$ cat src/rtl/valid_gate.sv
`default_nettype none
// ============================================================================
//  Module   : valid_gate
//  Purpose  : Debounced N-button front end with a range-checked, latched
//             character bus and a single-action-per-press hold-off FSM.
//             Optional reject counter enabled by macro VALID_GATE_REJCNT_EN.
//  Revision : 1.0  initial release
// ============================================================================
module valid_gate #(
  parameter int N_BTN     = 3,
  parameter int W         = 5,
  parameter int MAX_VAL   = 26,
  parameter int DB_CYCLES = 250000
) (
  input  logic             CLK,
  input  logic             RST_N,
  input  logic [W-1:0]     LET_IN,
  input  logic [N_BTN-1:0] BTN,
  output logic [N_BTN-1:0] PULSE,
  output logic [W-1:0]     LET_OUT,
  output logic             REJ,
  output logic             BUSY,
  output logic [7:0]       REJ_CNT
);

  localparam int                 c_CNT_W  = $clog2(DB_CYCLES + 1);
  localparam logic [c_CNT_W-1:0] c_DB_MAX = c_CNT_W'(DB_CYCLES);
  // Any MAX_VAL at or beyond 2**W admits every code, so skip the truncated compare.
  localparam logic               c_ALL_OK = (MAX_VAL >= (2 ** W));
  localparam logic [W:0]         c_MAX    = (W+1)'(MAX_VAL);

  typedef enum logic [0:0] {
    S_IDLE = 1'b0,
    S_HOLD = 1'b1
  } state_t;

  logic [N_BTN-1:0]   bsync1_q, bsync_q;
  logic [W-1:0]       lsync1_q, lsync_q;
  logic [N_BTN-1:0]   db_q, db_prev_q;
  logic [c_CNT_W-1:0] cnt_q [N_BTN];

  state_t             state_q, state_d;
  logic [N_BTN-1:0]   pulse_q, pulse_d;
  logic               rej_q, rej_d;
  logic [W-1:0]       let_out_q, let_out_d;

  logic [N_BTN-1:0]   w_ev;
  logic [N_BTN-1:0]   w_sel;
  logic               w_found;
  logic               w_let_ok;

  always_ff @(posedge CLK) begin
    if (!RST_N) begin
      bsync1_q  <= '0;
      bsync_q   <= '0;
      lsync1_q  <= '0;
      lsync_q   <= '0;
      db_q      <= '0;
      db_prev_q <= '0;
      for (int i = 0; i < N_BTN; i++) begin
        cnt_q[i] <= '0;
      end
    end else begin
      bsync1_q  <= BTN;
      bsync_q   <= bsync1_q;
      lsync1_q  <= LET_IN;
      lsync_q   <= lsync1_q;
      db_prev_q <= db_q;
      for (int i = 0; i < N_BTN; i++) begin
        if (bsync_q[i] != db_q[i]) begin
          if (cnt_q[i] == c_DB_MAX) begin
            db_q[i]  <= bsync_q[i];
            cnt_q[i] <= '0;
          end else begin
            cnt_q[i] <= cnt_q[i] + 1'b1;
          end
        end else begin
          cnt_q[i] <= '0;
        end
      end
    end
  end

  assign w_ev     = db_q & ~db_prev_q;
  assign w_let_ok = c_ALL_OK || ({1'b0, lsync_q} < c_MAX);

  // Lowest-index press wins; simultaneous presses on other channels are dropped.
  always_comb begin
    w_sel   = '0;
    w_found = 1'b0;
    for (int i = 0; i < N_BTN; i++) begin
      if (w_ev[i] && !w_found) begin
        w_sel[i] = 1'b1;
        w_found  = 1'b1;
      end
    end
  end

  always_comb begin
    state_d   = state_q;
    pulse_d   = '0;
    rej_d     = 1'b0;
    let_out_d = let_out_q;
    case (state_q)
      S_IDLE: begin
        if (w_found) begin
          state_d = S_HOLD;
          if (w_let_ok) begin
            pulse_d   = w_sel;
            let_out_d = lsync_q;
          end else begin
            rej_d = 1'b1;
          end
        end
      end
      S_HOLD: begin
        if (db_q == '0) begin
          state_d = S_IDLE;
        end
      end
      default: state_d = S_IDLE;
    endcase
  end

  always_ff @(posedge CLK) begin
    if (!RST_N) begin
      state_q   <= S_IDLE;
      pulse_q   <= '0;
      rej_q     <= 1'b0;
      let_out_q <= '0;
    end else begin
      state_q   <= state_d;
      pulse_q   <= pulse_d;
      rej_q     <= rej_d;
      let_out_q <= let_out_d;
    end
  end

  assign PULSE   = pulse_q;
  assign REJ     = rej_q;
  assign LET_OUT = let_out_q;
  assign BUSY    = (state_q == S_HOLD);

`ifdef VALID_GATE_REJCNT_EN
  logic [7:0] rej_cnt_q;

  always_ff @(posedge CLK) begin
    if (!RST_N) begin
      rej_cnt_q <= 8'h00;
    end else if (rej_q && (rej_cnt_q != 8'hFF)) begin
      rej_cnt_q <= rej_cnt_q + 8'd1;
    end
  end

  assign REJ_CNT = rej_cnt_q;
`else
  assign REJ_CNT = 8'h00;
`endif

endmodule
`default_nettype wire
$ cat config.mk
export PLATFORM = sky130hd
export DESIGN_NAME = valid_gate
export DESIGN_NICKNAME = d
export VERILOG_FILES = /design/src/rtl/valid_gate.sv
export SDC_FILE = /design/constraint.sdc
export NUM_CORES = 1
export LEC_CHECK = 0
export ABC_AREA = 1
export BUFFER_PORTS_ARGS = -buffer_cell sky130_fd_sc_hd__buf_2
export CAP_MARGIN = 10
export CORE_UTILIZATION = 65
export DETAILED_ROUTE_END_ITERATION = 10
export PLACE_DENSITY = 0.84
export SETUP_SLACK_MARGIN = 0.05
export SYNTH_ARGS = -nofsm -noshare
export SYNTH_HDL_FRONTEND = slang
export SYNTH_SLANG_ARGS = --single-unit
$ cat constraint.sdc
create_clock -name CLK -period 3.3 [get_ports CLK]
set_input_delay 0.33 -clock CLK [delete_from_list [all_inputs] [get_ports CLK]]
set_output_delay 0.33 -clock CLK [all_outputs]
set_load 0.02 [all_outputs]
==> results_dict.tcl <==
set metrics [dict create \
    worstSkewPairLatency_ps 360 \
    core_sq_um 6760 \
    rrSetupSlack_ps 1480 \
    first_global_vias 3263 \
    p_int_mw 1.52 \
    cts.sinks 86 \
    crit_required_ps 3400 \
    htreeDepth 3 \
    ant_nets 0 \
    remaining_drc_errors 0 \
    pwr-share-seq_pct 59.6 \
    die_y_um 85.5 \
    hpwl_mm 5.92 \
    yosys-top-cells-area "edfxtp_1, dfxtp_1, nand2_1, nor2_1, inv_1" \
    cts_hold_buf 0 \
    dr.first_iter.drc_count 125 \
    place_inst 707 \
    cts_resized 0 \
    synth_seq_cells 86 \
    drive_gt1_share_pct 10.3 \
    vias 3571 \
    cts_buffers 9 \
    hold_slack_ps 148 \
    cts_tree "done" \
    period_needed_ps 1820 \
    ys_warn_count 0 \
    drv_cap 0 \
    finalHoldViolCount 0 \
    leakage_nw 2.28 \
    swShare_pct 25.4 \
    fin_skew_ps 9.16 \
    reg2reg_from "cnt_q[1][0]" \
    gp_congestion 0.910 \
    wl_per_cell_um 11.0 \
    clkTransAtPathRegs_ps 90 \
    grt_max_degree 34 \
    wl_mm 7.94 \
    track_usage_pct 23.0 \
    seqCellArea_sq_um 2260 \
    crit_path_start "cnt_q[1][0]" \
    final_cells 723 \
    fp.dieW_um 85.5 \
    endpoint "cnt_q[1][12]" \
    antenna_cells_inserted 0 \
    first_pass_iters 5 \
    ys.flop_type "edfxtp_1" \
    end_kind "register" \
    crit_path_max_fanout 17 \
    max_slew.worst_pin.slew_ps 524 \
    outcome "finished clean" \
    synth.distinct_cells 31 \
    slew_viol_final 0 \
    grt.overflow.total 0 \
    r2r_cells 9 \
    grt_pass1_wl_mm 13.3 \
    yosys.area.top_type "edfxtp_1" \
    fmax_mhz 551 \
    port_buffers 19 \
    async_flop_share_pct 0 \
    crit_type "register to register" \
    cts_setup_buffers 0 \
    fillers 534 \
    hold_path.class "input port to register" \
    dieArea_sq_um 7310 \
    min_period_over_period_pct 55.0 \
    netlist_area_sq_um 4530 \
    setup-violations-final 0 \
    root_buffer "clkbuf_8" \
    finalSetupTns_ps 0 \
    pwr_density_cell_nw_per_um2 405 \
    ctsLongestPathBuffers 2 \
    syn_inst 562 \
    p_switching_uw 518 \
    pwr-share-clk_pct 35.3 \
    yosysTopAreaCellShare_pct 35.8 \
    avgSynthCellArea_sq_um 8.07 \
    io-pin-count 28 \
    start_kind "register" \
    peakVddDrop_mv 0.228 \
    multi_input_area_sq_um 2060 \
    synth_edf_count 54 \
    grt_setup_unrepaired "no" \
    fin_nets 654 \
    start_util_pct 67.1 \
    area_growth_pct 11.0 \
    rows 30 \
    antenna_found_initial 0 \
    comb_power_share_pct 5.1 \
    max_slew_margin_pct 65.1 \
    worst_r2r_endpoint "cnt_q[1][12]" \
    vias_per_cell 4.94 \
    yosysSeqAreaShare_pct 49.9 \
    worstPathArrival_ps 1910 \
]
[logic make-up after synthesis]
group	share of synthesized area, %
AND/OR/NAND/NOR	29.4
AO/OA/AOI/OAI	4.11
adder cells (fa/ha/maj)	1.66
XOR/XNOR	5.02
other	0.166
flip-flops	49.9
buffers and inverters	9.72
[per-layer routing]
| layer | GRT usage [%] | part of all wire [%] | vias to the layer above | wire, um |
|---|---|---|---|---|
| met5 | 0 | 0 | - | 0 |
| met4 | 9.70 | 1.3 | 0 | 102 |
| met3 | 5.49 | 3.9 | 16 | 307 |
| met2 | 38.8 | 50 | 91 | 3930 |
| met1 | 28.5 | 45 | 1612 | 3590 |
| li1 | - | - | 1852 | - |
[per-stage QoR]
stage                     power [mW]  area [sq um]  util (%)  setup WS (ps)
final                           2.04          5030      74.4           1480
after global routing            2.11          5030      74.4           1280
after CTS                       2.04          5030      74.4           1480
after detailed placement        1.34          4840      71.6           1490
after global placement          1.33          4840      71.6           1620
after floorplan                 1.32          4760         -           1750
[registers in the layout, indices dropped and copies added, names as in the netlist]
register / cells
db_prev_q: 3
cnt_q: 54
BUSY: 1
bsync_q: 3
REJ: 1
lsync1_q: 5
lsync_q: 5
db_q: 3
bsync1_q: 3
PULSE: 3
LET_OUT: 5
[critical path: stages (launching register included)]
cell and delay (ps):
edfxtp_1 440, inv_1 100, ha_1 140, nand2_1 50, nor2_1 130, inv_1 60, nor2_1 130, nand2_1 110
nand2_2 280, nor2_1 110
[layout make-up]
cell class                 count  area share, %
sequential                    86           45.0
multi-input combinational    435           40.9
timing repair buffer          19           1.89
tap                           80           1.99
inverter                      87           6.49
clock inverter                 6           1.04
clock buffer                  10           2.74
[power groups by stage]
stage	Sequential [mW]	Clock [mW]	Combinational [mW]
after floorplan	1.23	0	0.0924
after global placement	1.23	0	0.0969
after detailed placement	1.24	0	0.100
after CTS	1.21	0.729	0.101
after global routing	1.22	0.770	0.120
final	1.21	0.719	0.103
[synth_stat cells (5+ instances only)]
cell type and number:
nand4_1 12, nand2_2 8, nor3_1 5, ha_1 6, inv_1 87, o21ai_0 6, dfxtp_1 32, nor2_1 105
xor2_1 18, nand2_1 120, edfxtp_1 54, buf_4 8, nor2_2 16, nand3_1 32, a21oi_1 21, xnor2_1 8
[cell usage in the layout (no fill, tap or decap)]
| cell | synthesis | routed |
|---|---|---|
| o21ai_0 | 6 | 6 |
| inv_1 | 87 | 87 |
| xnor2_1 | 8 | 8 |
| or2_2 | 1 | 1 |
| o211ai_2 | 1 | 1 |
| nand2_1 | 120 | 120 |
| nand2_2 | 8 | 8 |
| buf_2 | 0 | 19 |
| inv_8 | 0 | 1 |
| nor2_2 | 16 | 16 |
| inv_4 | 0 | 1 |
| nand3_2 | 1 | 1 |
| nand2_4 | 1 | 1 |
| nor2_4 | 1 | 1 |
| o21ai_1 | 3 | 3 |
| dfxtp_1 | 32 | 32 |
| nand3_1 | 32 | 32 |
| a21oi_2 | 1 | 1 |
| nand3b_1 | 4 | 4 |
| conb_1 | 2 | 62 |
| nor2_1 | 105 | 105 |
| clkbuf_8 | 0 | 10 |
| o21bai_1 | 1 | 1 |
| o31ai_1 | 1 | 1 |
| clkinv_4 | 0 | 2 |
| ha_1 | 6 | 6 |
| nor3_1 | 5 | 5 |
| a21oi_1 | 21 | 21 |
| nor3_2 | 1 | 1 |
| edfxtp_1 | 54 | 54 |
| inv_6 | 0 | 2 |
| xor2_1 | 18 | 18 |
| nand4_1 | 12 | 12 |
[worst min-delay path by stage]
stage                     depth (start not counted)   startpoint          end
after CTS                                         3    LET_IN[0]  lsync1_q[0]
after global placement                            2  lsync1_q[0]   lsync_q[0]
after global routing                              3       BTN[2]  bsync1_q[2]
after floorplan                                   2  bsync1_q[0]   bsync_q[0]
after detailed placement                          2  lsync1_q[0]   lsync_q[0]
final                                             3    LET_IN[0]  lsync1_q[0]
Note: power is estimated with default switching activity, not from simulation.
